[src/rtl/serial_subtractor_16bit.sv]
// Bit-serial subtractor: diff = a - b - borrow_in, one bit per clock, LSB first.
// A start/busy/done handshake frames each operation; results live in a held output register.
module serial_subtractor_16bit #(
    parameter int NUM_BITS = 16
) (
    input  logic                clk,
    input  logic                n_rst,
    input  logic                start,
    input  logic [NUM_BITS-1:0] a,
    input  logic [NUM_BITS-1:0] b,
    input  logic                borrow_in,
    output logic                busy,
    output logic                done,
    output logic [NUM_BITS-1:0] diff,
    output logic                underflow
);

    localparam int CNT_W = (NUM_BITS > 1) ? $clog2(NUM_BITS) : 1;
    localparam logic [CNT_W-1:0] LAST_BIT = CNT_W'(NUM_BITS - 1);

    typedef enum logic [1:0] {
        IDLE = 2'd0,
        BUSY = 2'd1,
        DONE = 2'd2
    } state_t;

    state_t              state_q, state_d;
    logic [CNT_W-1:0]    cnt_q, cnt_d;
    logic [NUM_BITS-1:0] shift_a_q, shift_a_d;
    logic [NUM_BITS-1:0] shift_b_q, shift_b_d;
    logic [NUM_BITS-1:0] shift_d_q, shift_d_d;
    logic                br_q, br_d;
    logic                busy_q, busy_d;
    logic                done_q, done_d;
    logic [NUM_BITS-1:0] diff_q, diff_d;
    logic                underflow_q, underflow_d;

    logic                bit_res;
    logic                br_next;
    logic [NUM_BITS-1:0] shifted_res;

    function automatic logic sub_bit(input logic x, input logic y, input logic bi);
        return x ^ y ^ bi;
    endfunction

    function automatic logic borrow_bit(input logic x, input logic y, input logic bi);
        return (~x & y) | (~(x ^ y) & bi);
    endfunction

    assign bit_res     = sub_bit(shift_a_q[0], shift_b_q[0], br_q);
    assign br_next     = borrow_bit(shift_a_q[0], shift_b_q[0], br_q);
    assign shifted_res = {bit_res, shift_d_q[NUM_BITS-1:1]};

    always_comb begin
        state_d     = state_q;
        cnt_d       = cnt_q;
        shift_a_d   = shift_a_q;
        shift_b_d   = shift_b_q;
        shift_d_d   = shift_d_q;
        br_d        = br_q;
        busy_d      = busy_q;
        done_d      = 1'b0;
        diff_d      = diff_q;
        underflow_d = underflow_q;

        case (state_q)
            IDLE, DONE: begin
                // DONE behaves like IDLE for acceptance, giving back-to-back operation
                busy_d  = 1'b0;
                state_d = IDLE;
                if (start) begin
                    shift_a_d = a;
                    shift_b_d = b;
                    br_d      = borrow_in;
                    cnt_d     = '0;
                    busy_d    = 1'b1;
                    state_d   = BUSY;
                end
            end
            BUSY: begin
                shift_a_d = shift_a_q >> 1;
                shift_b_d = shift_b_q >> 1;
                shift_d_d = shifted_res;
                br_d      = br_next;
                cnt_d     = cnt_q + CNT_W'(1);
                if (cnt_q == LAST_BIT) begin
                    diff_d      = shifted_res;
                    underflow_d = br_next;
                    busy_d      = 1'b0;
                    done_d      = 1'b1;
                    state_d     = DONE;
                end
            end
            default: begin
                busy_d  = 1'b0;
                state_d = IDLE;
            end
        endcase
    end

    always_ff @(posedge clk or negedge n_rst) begin
        if (!n_rst) begin
            state_q     <= IDLE;
            cnt_q       <= '0;
            shift_a_q   <= '0;
            shift_b_q   <= '0;
            shift_d_q   <= '0;
            br_q        <= 1'b0;
            busy_q      <= 1'b0;
            done_q      <= 1'b0;
            diff_q      <= '0;
            underflow_q <= 1'b0;
        end else begin
            state_q     <= state_d;
            cnt_q       <= cnt_d;
            shift_a_q   <= shift_a_d;
            shift_b_q   <= shift_b_d;
            shift_d_q   <= shift_d_d;
            br_q        <= br_d;
            busy_q      <= busy_d;
            done_q      <= done_d;
            diff_q      <= diff_d;
            underflow_q <= underflow_d;
        end
    end

    assign busy      = busy_q;
    assign done      = done_q;
    assign diff      = diff_q;
    assign underflow = underflow_q;

endmodule

[config.mk]
export PLATFORM = sky130hd
export DESIGN_NAME = serial_subtractor_16bit
export DESIGN_NICKNAME = d
export VERILOG_FILES = /design/src/rtl/serial_subtractor_16bit.sv
export SDC_FILE = /design/constraint.sdc
export NUM_CORES = 1
export LEC_CHECK = 0
export ABC_AREA = 1
export BUFFER_PORTS_ARGS = -buffer_cell sky130_fd_sc_hd__buf_2
export CORE_MARGIN = 8
export CORE_UTILIZATION = 50
export DETAILED_ROUTE_END_ITERATION = 10
export PLACE_DENSITY = 0.75
export REMOVE_ABC_BUFFERS = 1
export SETUP_SLACK_MARGIN = 0.4
export SYNTH_ARGS = -nofsm -noshare
export SYNTH_HDL_FRONTEND = slang
export SYNTH_SLANG_ARGS = --single-unit
[constraint.sdc]
create_clock -name clk -period 1.3 [get_ports clk]
set_clock_uncertainty 0.15 [all_clocks]
set_input_delay 0.26 -clock clk [delete_from_list [all_inputs] [get_ports clk]]
set_output_delay 0.26 -clock clk [all_outputs]
set_load 0.01 [all_outputs]
Yosys cells after proc, flatten, opt, wreduce, memory -nomap -nowiden
Index checks and enable logic that the tools add are counted.
{ "word_totals": {"wordCells": 44, "ff_bits": 74} }
{ "op_classes": {"muxes": 16, "eq_ne": 5, "addsub": 1, "bitwise_logic": 7, "n_reduce_logical": 5} }
{ "ops": {"columns": ["operator", "n"], "rows": [
  ["$pmux 16 s2", 2],
  ["$mux 16", 2],
  ["$pmux 4 s2", 1],
  ["$mux 1", 6],
  ["$add 4x1->4 const B", 1],
  ["$eq 4x4->1 const B", 1],
  ["$mux 4", 1],
  ["$ne 2x2->1 const B", 2],
  ["$pmux 1 s2", 2],
  ["$pmux 2 s2", 1],
  ["$reduce_and 2->1", 2],
  ["$and 1x1->1", 2],
  ["$eq 2x1->1 const B", 1],
  ["$eq 2x2->1 const B", 1],
  ["$logic_not 2->1", 1],
  ["$mux 2", 1],
  ["$not 1->1", 2],
  ["$reduce_bool 2->1", 1],
  ["$reduce_or 2->1", 1],
  ["$xor 1x1->1", 2],
  ["$or 1x1->1", 1]
]} }

Logic depth before layout (Yosys ltp)
{ "depth": {"depth_word": 5, "depth_mapped": 7} }

Worst setup path before layout
OpenSTA, ideal clock, no wires.
{ "synth_path": {"kind": "register -> register", "start": "reg cnt_q[0]", "end": "reg diff_q[10] (netlist: diff[10])", "setup_time_ns": 0.123, "required_time_ns": 1.027, "setup_slack_ns": -0.099, "arrival_time_ns": 1.126, "n_path_buf": 2, "path_stages_with_launch": 8, "cell_sequence": "dfrtp_1 > ha_1 > nand3_1 > buf_4 > nor2_8 > buf_6 > nand2_1 > nand2_1"} }
{ "synth_via": {"elab_chain_len": 2} }
{ "synth_lines": {"columns": ["item", "line_no", "source"], "rows": [
  ["from (decl)", "28", "logic [CNT_W-1:0] cnt_q, cnt_d;"],
  ["from (signal assigned)", "115", "cnt_q <= cnt_d;"],
  ["$eq 4x4->1", "86", "if (cnt_q == LAST_BIT) begin"],
  ["$reduce_and 2->1 (no source line)", null, null],
  ["to (signal assigned)", "122", "diff_q <= diff_d;"],
  ["to (decl)", "35", "logic [NUM_BITS-1:0] diff_q, diff_d;"]
]} }
No other way between the ends.
A chain may end at the register's enable or synchronous reset.

==> results.md <==
- Status: finished, violations left
- Failing checks: negative hold slack, negative setup slack
- Largest family of logic cells by synthesized area: simple AND/OR/NAND/NOR gates
- Crit-path cells: buf_6, buf_6
- RSZ-0062 raised after global routing: yes
- Share of layout cells above drive strength 1: between 30% and 40%
- Detail Route Antenna Nets: 0
- Drt drc: 0
- Clock Latency Late Sink: ~0.35 ns
- CTS Buf Count: 9
- Reg2reg path depth: 5
- Vias per std cell: 4.859
- Peak supply drop: around 1.5 mV
- Global router's overall resource usage: roughly 18%
- Lkg Pwr: 2.493 nW
- TritonCTS clock tree: built
- Worst path slowest cell: dfrtp_2
- Yosys cell types: 22
- Clock-pin slew on the worst setup and hold paths: 0.08 ns
- Seq/Total Area, Yosys: a little under three fifths
- # diodes: 0
- Synth warn: 0
- Vias in the first global route: roughly 2,800
- Adder-cell share of the synthesized area: under 10%
- Simple-gate share of the synthesized area: slightly below 30%
- Cell mode on critical path: buf_6
- Final setup margin: -0.1258 ns
- Primary FF master, synth: dfrtp_1
- Buffers & Inverters on Critical Path: 2
- Port-buffer cells: 54
- Int Power: 0.006849 W
- Core ar.: about 0.0063 mm2
- Max stage delay on crit path: roughly 0.44 ns
- Worst path required time: 0.89 ns
- Initial Utilization: 51.07%
- Net Sw Frac: between 30 and 40%
- Hold/Removal Path Class: in -> async
- Placer Congestion: around 0.72
- DRT iter0 DRCs: approximately 110
- Initial antenna violation count: 0
- Global-route wire length before repair: 12,810 um
- Sw Pwr: ~0.0044 W
- Avg WL per Cell: between 10 and 15 um
- Fin. Hold Viols: 74
- Max_slew headroom: a little over 80%
- Worst Setup Path Type: reg -> out
- Max FO, Critical Path: 4
- FFs w/ async S/R, synth: 100.0%
- Compound-Gate Fraction of Synth Area: under 10%
- Top cell family by delay on the critical path: flip-flops
- Setup violations, final: 65
- Post-synth EDFFs: 0
- Yosys reg bits: ~70
- Post-synth top area cell: dfrtp_1
- Clock Path Buffers: 2
- Clock Tree Root: clkbuf_8
- CP Capture Type: output port
- Top cells by area, synth: dfrtp_1 (56%), nand2_1 (26%), inv_1 (5.0%)
- Detailed-router iteration count before antenna repair: 4
- Htree depth: 3
- Count leader, synth: nand2_1
- Die H: 96.07 um
- Logic pwr share: 47.3%
- Max-cap violations: 0
- Routed via count: 2,818
- Fmax: between 700 and 800 MHz
- FF-to-FF End: diff[14]
- Clock share of power: a little under a fifth
- Die area: ~0.009 mm2
- Layout net count: between 500 and 600
- Chip Width: roughly 96 um
- Num ports: between 50 and 60
- Hpwl dp: ~4400 um
- Crit path DAT: about 1.0 ns
- Final Critical Period: approximately 1.4 ns
- Total global routing overflow: 0
- Reg-to-Reg Start: cnt_q[0]
- Clock sinks: 72
- Largest net degree at the start of global routing: 44
- Fillers: roughly 460
- Fin Hold WS: -0.3862 ns
- Final Cycle Share: 109.7%
- Final WL: 8457 um
- Synth Cell Area: 0.003206 mm2
- Pwr/cell area: approximately 2500 mW/mm2
- Finished Core Util: ~70%
- # rows: 29
- Part of the power in registers: between 30% and 40%
- Final Max Tran Viols: 0
- Post-Synth XOR/XNOR Area: 0%
- Top cells by count, synth: nand2_1 (224), dfrtp_1 (72), inv_1 (43), o21ai_0 (31), buf_2 (8)
- Post-synth top area share: a little under three fifths
- Area Growth Syn to Fin: 39.97%
- Multiplexer area fraction after synthesis: 0%
- Synthesized netlist cell count: 406
- Slew @ Worst Pin: between 0.2 and 0.3 ns
- R2R setup slack: -0.12 ns
- Critical path startpoint category: flop
- Mean post-synth cell area: approximately 7.9 um2
==> through the flow <==
stage                     instances  power (W)  setup TNS [ns]  setup WS, ns  area [um2]
after floorplan                 389   0.005873          -18.39       -0.3079        3105
after global placement          533   0.007105          -2.677       -0.1190        3657
after detailed placement        533   0.007310          -4.376       -0.1596        3657
after CTS                       569    0.01047          -2.922       -0.1344        4254
after global routing            580    0.01204          -7.244       -0.1622        4487
final                           580    0.01128          -3.559       -0.1258        4487
==> sequential cells by signal, indices dropped and copies added, names as in the netlist <==
signal,cells
diff,16
shift_a_q,16
shift_b_q,16
underflow,1
br_q,1
state_q,2
cnt_q,4
shift_d_q,15
done,1
==> worst max path at each step <==
stage	from	endpoint	slack, ns	cells after the start
2_1_floorplan	cnt_q[0]	diff[0]	-0.31	5
3_3_place_gp	cnt_q[0]	diff[14]	-0.12	6
3_5_place_dp	cnt_q[0]	diff[6]	-0.16	6
4_1_cts	state_q[0]	busy	-0.13	2
5_1_grt	state_q[0]	busy	-0.16	2
6_report	state_q[0]	busy	-0.13	2
==> cell type report <==
cell class | count | area (um2) | share of cell area, %
timing repair inverter | 7 | 68.82 | 1.534
timing repair buffer | 87 | 798.3 | 17.79
sequential | 72 | 1803 | 40.18
tap | 77 | 96.34 | 2.147
multi-input combinational | 275 | 1309 | 29.17
clock inverter | 4 | 76.32 | 1.701
inverter | 46 | 180.2 | 4.016
clock buffer | 12 | 155.1 | 3.458
==> cell usage in the layout, fill, tap and decap left out, drive strengths merged <==
cell and instances:
nor2 8, clkbuf 14, fa 1, dfrtp 72, buf 85, inv 53, o21ai 31, clkinvlp 1
a21oi 1, nand2 227, nand3 4, clkinv 1, or2 1, nand4 1, bufinv 2, ha 1
==> cell families after synthesis <==
group | Yosys count
flip-flops | 72
AND/OR/NAND/NOR | 237
AO/OA/AOI/OAI | 32
buffers and inverters | 63
adder cells (fa/ha/maj) | 2
==> per-layer routing <==
| layer | track usage (%) | wire (um) | up-vias | part of all wire [%] |
|---|---|---|---|---|
| met2 | 28.94 | 4266 | 89 | 50 |
| met5 | 0 | 0 | - | 0 |
| li1 | - | - | 1408 | - |
| met4 | 8.451 | 191 | 0 | 2.3 |
| met3 | 4.212 | 549 | 16 | 6.5 |
| met1 | 22.10 | 3449 | 1305 | 41 |
==> power by group through the flow <==
stage               Sequential, W  Combinational [W]  Clock (W)
floorplan                 0.00384            0.00203          0
global placement          0.00378            0.00332          0
detailed placement        0.00382            0.00349          0
CTS                       0.00382            0.00459    0.00206
global route              0.00401            0.00584    0.00219
finish                    0.00389            0.00534    0.00205
==> what timing repair did <==
item / CTS / global route
gates cloned: 13 / 5
pin swaps: 8 / 15
buffers inserted: 7 / 6
resized for setup: 37 / 44
setup endpoints to repair: 91 / 91
endpoints found under the hold margin: 74 / 74
Note: power is estimated with default switching activity, not from simulation.
